File: src/rtl/muldiv_engine.sv
// muldiv_engine: multi-cycle MULT/MULTU/DIV/DIVU unit for a pipelined core.
// The execute stage stalls while ok is low. Results land in registered HI/LO.
// Multiplication is single-cycle by default.
// Macro MULDIV_MULT_2STAGE_EN selects a two-stage registered multiplier:
// partial products are registered, then summed in the next cycle.
// Division is radix-2 restoring on operand magnitudes and takes 32 cycles.
module muldiv_engine (
   input  logic        clk,
   input  logic        reset,
   input  logic        start,
   input  logic [1:0]  op,
   input  logic [31:0] a,
   input  logic [31:0] b,
   input  logic        flush,
   output logic [31:0] hi,
   output logic [31:0] lo,
   output logic        ok,
   output logic        busy
);

   typedef enum logic [1:0] {
      ST_IDLE = 2'd0,
      ST_MUL  = 2'd1,
      ST_DIV  = 2'd2,
      ST_DONE = 2'd3
   } state_t;

   // The shared counter always terminates at 31. A multiply is therefore
   // preloaded so that it leaves MUL after one or two cycles.
`ifdef MULDIV_MULT_2STAGE_EN
   localparam logic [4:0] MUL_CNT_INIT = 5'd30;
`else
   localparam logic [4:0] MUL_CNT_INIT = 5'd31;
`endif

   // Magnitude of a value that is optionally two's-complement signed.
   function automatic logic [31:0] mag32(input logic [31:0] v, input logic is_signed);
      mag32 = (is_signed && v[31]) ? (32'd0 - v) : v;
   endfunction

   // Conditional two's-complement negation.
   function automatic logic [31:0] neg_if(input logic [31:0] v, input logic en);
      neg_if = en ? (32'd0 - v) : v;
   endfunction

   state_t      state_q, state_d;
   logic [4:0]  cnt_q, cnt_d;
   logic [1:0]  op_q, op_d;
   logic [31:0] a_q, a_d;
   logic [31:0] b_q, b_d;
   logic [31:0] rem_q, rem_d;
   logic [31:0] quo_q, quo_d;
   logic [31:0] hi_q, hi_d;
   logic [31:0] lo_q, lo_d;

   logic        is_signed_s;
   logic        sa_s;
   logic        sb_s;
   logic [63:0] mul_prod_s;
   logic [31:0] dvs_mag_s;
   logic [32:0] shift_s;
   logic [32:0] trial_s;
   logic [31:0] rem_step_s;
   logic [31:0] quo_step_s;
   logic [31:0] div_hi_s;
   logic [31:0] div_lo_s;
   logic [31:0] res_hi_s;
   logic [31:0] res_lo_s;
   logic        ok_s;
   logic        busy_s;

   assign is_signed_s = ~op_q[0];
   assign sa_s        = is_signed_s & a_q[31];
   assign sb_s        = is_signed_s & b_q[31];

`ifdef MULDIV_MULT_2STAGE_EN
   logic [48:0] pp_lo_q, pp_lo_d;
   logic [47:0] pp_hi_q, pp_hi_d;

   // Stage 1 forms signed A times the low/high halves of B; stage 2 adds them.
   always_comb begin
      pp_lo_d    = {{17{sa_s}}, a_q} * {33'd0, b_q[15:0]};
      pp_hi_d    = {{16{sa_s}}, a_q} * {{32{sb_s}}, b_q[31:16]};
      mul_prod_s = {{15{pp_lo_q[48]}}, pp_lo_q} + {pp_hi_q, 16'd0};
   end

   // Partial-product stage registers, refreshed while multiplying.
   always_ff @(posedge clk or posedge reset) begin
      if (reset) begin
         pp_lo_q <= 49'd0;
         pp_hi_q <= 48'd0;
      end else if (state_q == ST_MUL) begin
         pp_lo_q <= pp_lo_d;
         pp_hi_q <= pp_hi_d;
      end else begin
         pp_lo_q <= pp_lo_q;
         pp_hi_q <= pp_hi_q;
      end
   end
`else
   logic [63:0] a_ext_s;
   logic [63:0] b_ext_s;

   // Single-cycle product: sign-extend both operands to 64 bits, keep low 64.
   always_comb begin
      a_ext_s    = {{32{sa_s}}, a_q};
      b_ext_s    = {{32{sb_s}}, b_q};
      mul_prod_s = a_ext_s * b_ext_s;
   end
`endif

   // One restoring-division step, plus final sign fix and divide-by-zero result.
   always_comb begin
      dvs_mag_s = mag32(b_q, is_signed_s);
      shift_s   = {rem_q, quo_q[31]};
      trial_s   = shift_s - {1'b0, dvs_mag_s};
      if (trial_s[32]) begin
         rem_step_s = shift_s[31:0];
         quo_step_s = {quo_q[30:0], 1'b0};
      end else begin
         rem_step_s = trial_s[31:0];
         quo_step_s = {quo_q[30:0], 1'b1};
      end
      if (b_q == 32'd0) begin
         div_lo_s = 32'hFFFF_FFFF;
         div_hi_s = a_q;
      end else begin
         div_lo_s = neg_if(quo_step_s, sa_s ^ sb_s);
         div_hi_s = neg_if(rem_step_s, sa_s);
      end
   end

   // Pick the result that is written into HI/LO on entry to DONE.
   always_comb begin
      if (op_q[1]) begin
         res_hi_s = div_hi_s;
         res_lo_s = div_lo_s;
      end else begin
         res_hi_s = mul_prod_s[63:32];
         res_lo_s = mul_prod_s[31:0];
      end
   end

   // Next-state and datapath update; flush wins over everything, including the DONE write.
   always_comb begin
      state_d = state_q;
      cnt_d   = cnt_q;
      op_d    = op_q;
      a_d     = a_q;
      b_d     = b_q;
      rem_d   = rem_q;
      quo_d   = quo_q;
      hi_d    = hi_q;
      lo_d    = lo_q;
      if (flush) begin
         state_d = ST_IDLE;
         cnt_d   = 5'd0;
      end else begin
         case (state_q)
            ST_IDLE: begin
               if (start) begin
                  op_d  = op;
                  a_d   = a;
                  b_d   = b;
                  rem_d = 32'd0;
                  quo_d = mag32(a, ~op[0]);
                  if (op[1]) begin
                     state_d = ST_DIV;
                     cnt_d   = 5'd0;
                  end else begin
                     state_d = ST_MUL;
                     cnt_d   = MUL_CNT_INIT;
                  end
               end else begin
                  state_d = ST_IDLE;
               end
            end
            ST_MUL, ST_DIV: begin
               if (state_q == ST_DIV) begin
                  rem_d = rem_step_s;
                  quo_d = quo_step_s;
               end else begin
                  rem_d = rem_q;
                  quo_d = quo_q;
               end
               if (cnt_q == 5'd31) begin
                  state_d = ST_DONE;
                  hi_d    = res_hi_s;
                  lo_d    = res_lo_s;
               end else begin
                  cnt_d = cnt_q + 5'd1;
               end
            end
            ST_DONE: begin
               state_d = ST_IDLE;
            end
            default: begin
               state_d = ST_IDLE;
            end
         endcase
      end
   end

   // Handshake outputs decoded from the current state.
   always_comb begin
      ok_s   = 1'b1;
      busy_s = 1'b0;
      case (state_q)
         ST_IDLE: begin
            ok_s = ~start;
         end
         ST_MUL, ST_DIV: begin
            ok_s   = 1'b0;
            busy_s = 1'b1;
         end
         ST_DONE: begin
            ok_s = 1'b1;
         end
         default: begin
            ok_s = 1'b1;
         end
      endcase
   end

   // State, operand, divider and result registers.
   always_ff @(posedge clk or posedge reset) begin
      if (reset) begin
         state_q <= ST_IDLE;
         cnt_q   <= 5'd0;
         op_q    <= 2'd0;
         a_q     <= 32'd0;
         b_q     <= 32'd0;
         rem_q   <= 32'd0;
         quo_q   <= 32'd0;
         hi_q    <= 32'd0;
         lo_q    <= 32'd0;
      end else begin
         state_q <= state_d;
         cnt_q   <= cnt_d;
         op_q    <= op_d;
         a_q     <= a_d;
         b_q     <= b_d;
         rem_q   <= rem_d;
         quo_q   <= quo_d;
         hi_q    <= hi_d;
         lo_q    <= lo_d;
      end
   end

   assign hi   = hi_q;
   assign lo   = lo_q;
   assign ok   = ok_s;
   assign busy = busy_s;

endmodule

File: config.mk
export PLATFORM = sky130hd
export DESIGN_NAME = muldiv_engine
export DESIGN_NICKNAME = d
export VERILOG_FILES = /design/src/rtl/muldiv_engine.sv
export SDC_FILE = /design/constraint.sdc
export NUM_CORES = 2
export LEC_CHECK = 0
export CELL_PAD_IN_SITES_DETAIL_PLACEMENT = 1
export CELL_PAD_IN_SITES_GLOBAL_PLACEMENT = 1
export CORE_ASPECT_RATIO = 0.9
export CORE_MARGIN = 5
export CORE_UTILIZATION = 55
export DETAILED_ROUTE_END_ITERATION = 10
export PLACE_DENSITY_LB_ADDON = 0.1
export SYNTH_ARGS = -nofsm -noshare
export SYNTH_HDL_FRONTEND = slang
export SYNTH_SLANG_ARGS = --single-unit
File: constraint.sdc
create_clock -name clk -period 14.5 [get_ports clk]
set_input_delay 2.9 -clock clk [delete_from_list [all_inputs] [get_ports clk]]
set_output_delay 2.9 -clock clk [all_outputs]
set_load 0.005 [all_outputs]
== Yosys cells after proc, flatten, opt, wreduce, memory -nomap -nowiden ==
Cells that the tools add are included.
Storage, ports and cells
  bits in registers: 201
  output and inout bits: 66
  bits of input ports: 70
Operators by class
  reductions and logical operators: 11
  eq/ne operators: 9
  $add $sub $neg: 6
  bitwise logic cells: 7
  mux-type cells: 28
  multipliers: 1
Operators by type and width (number)
  two-way mux 32 bit: 13
  case mux 32 bit (2 select lines): 2
  subtractor 1 x 32 -> 32 bit (first input constant): 4
  multiplier 33 x 33 -> 64 bit: 1
  subtractor 33 x 32 -> 33 bit: 1
  zero test 32 bit: 1
  two-way mux 5 bit: 4
  case mux 5 bit (2 select lines): 1
  != test 3 bit (second input constant): 3
  AND reduction 3 bit: 3
  two-way mux 2 bit: 4
  case mux 2 bit (3 select lines): 1
  adder 5 x 1 -> 5 bit (second input constant): 1
  equality test 5 bit (second input constant): 1
  equality test 2 bit (second input constant): 2
  != test 2 bit (second input constant): 2
  NOT 1 bit: 4
  AND reduction 4 bit: 1
  case mux 1 bit (3 select lines): 1
  nonzero test 3 bit: 1
  AND 1 bit: 2
  equality test 2 x 1 -> 1 bit (second input constant): 1
  logical AND 1 bit: 2
  zero test 2 bit: 1
  4 further kinds: 5

== Depth between registers and ports, before layout ==
  depth in word-level cells: 9
  gate-level depth with buffers: 34

== Least setup slack after synthesis ==
Ideal clock, no wire load.
  kind: register to register
  from: register a_q[31]
  to: register hi_q[31] (netlist: hi[31])
  path buffers: 4
  path slack: 5728 ps
  cell stages (with the launch flop): 34
  data required time: 14368 ps
  period minus slack after synthesis: 8772 ps
  data arrival time: 8640 ps
  cell sequence: dfrtp_1 -> clkbuf_1 -> nor2b_1 -> clkbuf_1 -> clkbuf_1 -> clkbuf_1 -> nand2_1 -> inv_1 -> fa_1 -> inv_1 -> fa_1 -> inv_1 -> fa_1 -> fa_1 -> inv_1 -> fa_1 -> inv_1 -> fa_1 -> inv_1 -> fa_1 -> fa_1 -> inv_1 -> ha_1 -> a21oi_1 -> o21ai_0 -> a21oi_1 -> a21boi_0 -> a211o_1 -> a21o_1 -> a21oi_1 -> o21ai_0 -> xnor2_1 -> a221oi_1 -> a21oi_1
Between the ends
  longest elaborated chain between the ends: 4
  elaborated cells between the ends (all ways): 5
  those cells by class: 1 x mul; 3 x mux; 1 x bitwise
Ends and longest elaborated chain
  start, declared: RTL line 49  | logic [31:0] a_q, a_d;
  start signal, assigned: RTL line 231  | a_q <= 32'd0;
  start signal, assigned: RTL line 241  | a_q <= a_d;
  branches (longest 3 deep; another with multiplier 33 x 33 -> 64 bit)
  two-way mux 32 bit (*): RTL line 135  | if (op_q[1]) begin
  end signal, assigned: RTL line 245  | hi_q <= hi_d;
  end, declared: RTL line 53  | logic [31:0] hi_q, hi_d;
Every way passes the cells marked *.
A chain may end at the register's enable or synchronous reset.

== Worst setup path after layout ==
  from: register a_q[31]
  to: register hi_q[17] (netlist: hi[17])
The elaborated chain is that of the path after synthesis.

==> results.py <==
metrics = {
    "placement": {
        "port_buffers": 135,
        "global_placement_routability_congestion": 0.956,
        "place_hpwl_um": 136000,
    },
    "clock_tree": {
        "clk_path_buf_depth": 3,
        "post-cts-setup-buffers": 0,
        "htree_num_levels": 1,
        "cts_num_sinks": 201,
        "post_cts_hold_buffer_count": 0,
        "cts.clk_slew.worst_paths_ns": 0.07,
        "worstSkewPairLatency_ns": 0.54,
        "post_cts.resized_instances": 0,
        "tritoncts": "built",
        "clockRootBuffer": "sky130_fd_sc_hd__clkbuf_16",
        "cts_made_buffers": 20,
    },
    "routing": {
        "drt_initial_violations": 3087,
        "detail_route.vias_per_cell": 5.98,
        "met3_routed_wirelength_um": 13600,
        "wirelength_um": 179000,
        "wl_met1_um": 64200,
        "wl_per_cell_um": 25.8,
        "top_routing_layer_used": "met5",
        "dr_total_vias": 41600,
        "final_antenna_net_count": 0,
        "drtPass1Iterations": 5,
        "post-route-drc-count": 0,
        "met2_routed_length_um": 88600,
    },
    "die": {
        "ios": 136,
        "fp.coreArea_um2": 92800,
        "total_die_area_um2": 99700,
        "floorplan.initialDensity_pct": 55.4,
        "fp.dieH_um": 300,
        "die-width_um": 332,
        "row_count": 106,
    },
    "logic_synthesis": {
        "ys_seq_area_share_pct": 9.78,
        "asyncSetResetFlopFracSynth_pct": 100,
        "synthesis.area_per_instance_um2": 8.85,
        "syn_inst": 5811,
        "ys_dominant_reg_cell": "sky130_fd_sc_hd__dfrtp_1",
        "synth-edff-count": 0,
        "synthesis.nets": 7260,
        "synth_cell_type_count": 77,
        "yosys_warnings": 0,
        "synth.cell_area_um2": 51400,
        "synth_seq_cells": 201,
    },
    "sta": {
        "finalClockSkew_ns": 0.0232,
        "finalMaxSlewViolations": 0,
        "grt_setup_unrepaired": "no",
        "timing.setup.tns_ns": 0,
        "timing_worst_slew_pin_value_ns": 1.32,
        "final_period_minus_worst_setup_slack_ns": 10.57,
        "layout_worst_path_cycle_share_pct": 72.9,
        "setup_violations": 0,
        "maxClockFrequency_mhz": 94.6,
        "slew_headroom_pct": 11.2,
        "hold_viol_final": 0,
    },
    "flow_run": {
        "timing.max_cap.violations": 0,
    },
    "global_route": {
        "maximum_number_of_pins_on_one_net_before_global_route_repair": 98,
        "globalRouteOverflowTotal": 0,
        "grt_pass1_vias": 48100,
        "antenna_found_initial": 13,
        "globalRouteTotalUtil_pct": 36.6,
        "first_pass_grt_wire_length_um": 281000,
    },
    "setup_path": {
        "crit_path_frequent_cell": "sky130_fd_sc_hd__fa_1",
        "crit_fanout": 37,
        "worstPathRequired_ns": 14.88,
        "slowest_cell_delay_on_critical_path_ns": 1.08,
        "endpoint_kind_of_the_worst_setup_timing_path": "register",
        "critical_path_arrival_ns": 10.95,
        "path_class": "reg2reg",
        "critPathSlowestCell": "sky130_fd_sc_hd__a211oi_1",
        "critPathLaunchType": "register",
    },
    "min_path": {
        "worst_hold_class": "reg2reg",
    },
    "final_layout": {
        "layout.filler_cells": 10800,
        "drive_above_1_share_pct": 3.88,
        "layout.nets": 7153,
        "area_overhead_vs_synth_pct": 5.83,
    },
    "outcome": {
        "run_status": "completed",
    },
}
==> worst paths after layout <==
check	slack, ns	end	from	cells past startpoint
setup / recovery	3.93	hi[17]$_DFFE_PP0P_	a_q[31]$_DFFE_PP0P_	29
hold / removal	0.48	lo[24]$_DFFE_PP0P_	lo[24]$_DFFE_PP0P_	2
setup reg to reg	3.93	hi[17]$_DFFE_PP0P_	a_q[31]$_DFFE_PP0P_	29
hold reg to reg	0.48	lo[24]$_DFFE_PP0P_	lo[24]$_DFFE_PP0P_	2
max in group asynchronous	10.19	hi[31]$_DFFE_PP0P_	reset	3
min in group asynchronous	2.85	a_q[15]$_DFFE_PP0P_	reset	2
==> logic make-up (layout without fill, tap and decap cells) <==
group                      count (synthesis)  after routing  synth area share, %
other                                      0              4                    0
AOI/OAI and AO/OA                        679            679                 8.03
xor gates and xnor gates                 210            210                 3.58
buffers and inverters                   1521           1427                 11.1
and+or+nand+nor                         1730           1730                 15.6
adders and majority gates               1379           1379                 50.0
muxes                                     91             91                 1.92
DFF                                      201            201                 9.78
==> state kept, by name, indices dropped and copies added, names as in the netlist <==
name	flops
op_q	2
hi	32
state_q	2
rem_q	32
a_q	32
lo	32
quo_q	32
cnt_q	5
b_q	32
==> area by class of cell <==
class | count | area, um^2 | share of cell area, %
Clock buffer | 27 | 547 | 1.00
Sequential cell | 201 | 5030 | 9.25
Tap cell | 1242 | 1550 | 2.86
Inverter | 1160 | 4360 | 8.01
Multi-Input combinational cell | 4089 | 40700 | 74.8
Clock inverter | 8 | 130 | 0.239
Antenna cell | 4 | 10.0 | 0.0184
Timing Repair Buffer | 232 | 2080 | 3.82
==> synth_stat cells (87+ instances only) <==
master,count,area share (%)
sky130_fd_sc_hd__xnor2_1,123,2.1
sky130_fd_sc_hd__dfrtp_1,201,9.8
sky130_fd_sc_hd__a21oi_1,200,1.9
sky130_fd_sc_hd__nor2_1,181,1.3
sky130_fd_sc_hd__xor2_1,87,1.5
sky130_fd_sc_hd__nand2_1,926,6.8
sky130_fd_sc_hd__o21ai_0,212,2.1
sky130_fd_sc_hd__fa_1,1126,44
sky130_fd_sc_hd__and2_1,372,4.5
sky130_fd_sc_hd__ha_1,253,6.2
sky130_fd_sc_hd__clkbuf_1,327,2.4
sky130_fd_sc_hd__inv_1,1158,8.5
==> placed cells by master (no fill, tap or decap), types with 17 or more instances in the layout <==
| master | count |
|---|---|
| sky130_fd_sc_hd__clkbuf_16 | 20 |
| sky130_fd_sc_hd__nand2_1 | 925 |
| sky130_fd_sc_hd__o21a_1 | 18 |
| sky130_fd_sc_hd__or3_1 | 23 |
| sky130_fd_sc_hd__o22ai_1 | 24 |
| sky130_fd_sc_hd__inv_1 | 1157 |
| sky130_fd_sc_hd__buf_4 | 97 |
| sky130_fd_sc_hd__mux2_2 | 63 |
| sky130_fd_sc_hd__a211oi_1 | 24 |
| sky130_fd_sc_hd__nand3_1 | 43 |
| sky130_fd_sc_hd__a21oi_1 | 200 |
| sky130_fd_sc_hd__a21o_1 | 38 |
| sky130_fd_sc_hd__a31oi_1 | 18 |
| sky130_fd_sc_hd__xnor2_1 | 122 |
| sky130_fd_sc_hd__clkdlybuf4s50_1 | 135 |
| sky130_fd_sc_hd__mux2i_1 | 28 |
| sky130_fd_sc_hd__nor4_1 | 23 |
| sky130_fd_sc_hd__nor3_1 | 46 |
| sky130_fd_sc_hd__nand2b_1 | 23 |
| sky130_fd_sc_hd__ha_1 | 252 |
| sky130_fd_sc_hd__o31ai_1 | 26 |
| sky130_fd_sc_hd__o21ai_0 | 212 |
| sky130_fd_sc_hd__xor2_1 | 87 |
| sky130_fd_sc_hd__nor2_1 | 179 |
| sky130_fd_sc_hd__nor2b_1 | 17 |
| sky130_fd_sc_hd__dfrtp_1 | 198 |
| sky130_fd_sc_hd__fa_1 | 1126 |
| sky130_fd_sc_hd__and2_1 | 372 |
==> per-stage QoR <==
step           std cells  setup WS [ns]  instance area [um^2]  hold slack, ns  util [%]
2_1_floorplan       5811           5.73                 51400           0.455         -
3_3_place_gp        6924           4.39                 53700           0.463      57.9
3_5_place_dp        6924           4.15                 53700           0.469      57.9
4_1_cts             6959           4.10                 54400           0.485      58.6
5_1_grt             6960           3.47                 54400           0.512      58.6
6_report            6963           3.93                 54400           0.480      58.6
==> metal layers <==
layer	track usage, %	vias to the layer above
met1	43.3	21900
met2	63.1	1751
met3	6.93	660
met4	20.7	8
met5	0	-
li1	-	17300
==> critical path, delay by kind of cell, from the launching register on <==
family	cells	cell delay [ns]
AO/OA/AOI/OAI	8	2.70
XOR/XNOR	1	0.17
adder cells (fa/ha/maj)	9	4.31
buffers and inverters	6	1.01
flip-flops	1	0.32
AND/OR/NAND/NOR	5	1.89
Power is left out: the tool's default activity adds up to more than one toggle a clock period on the data nets, which glitch-free logic cannot reach.
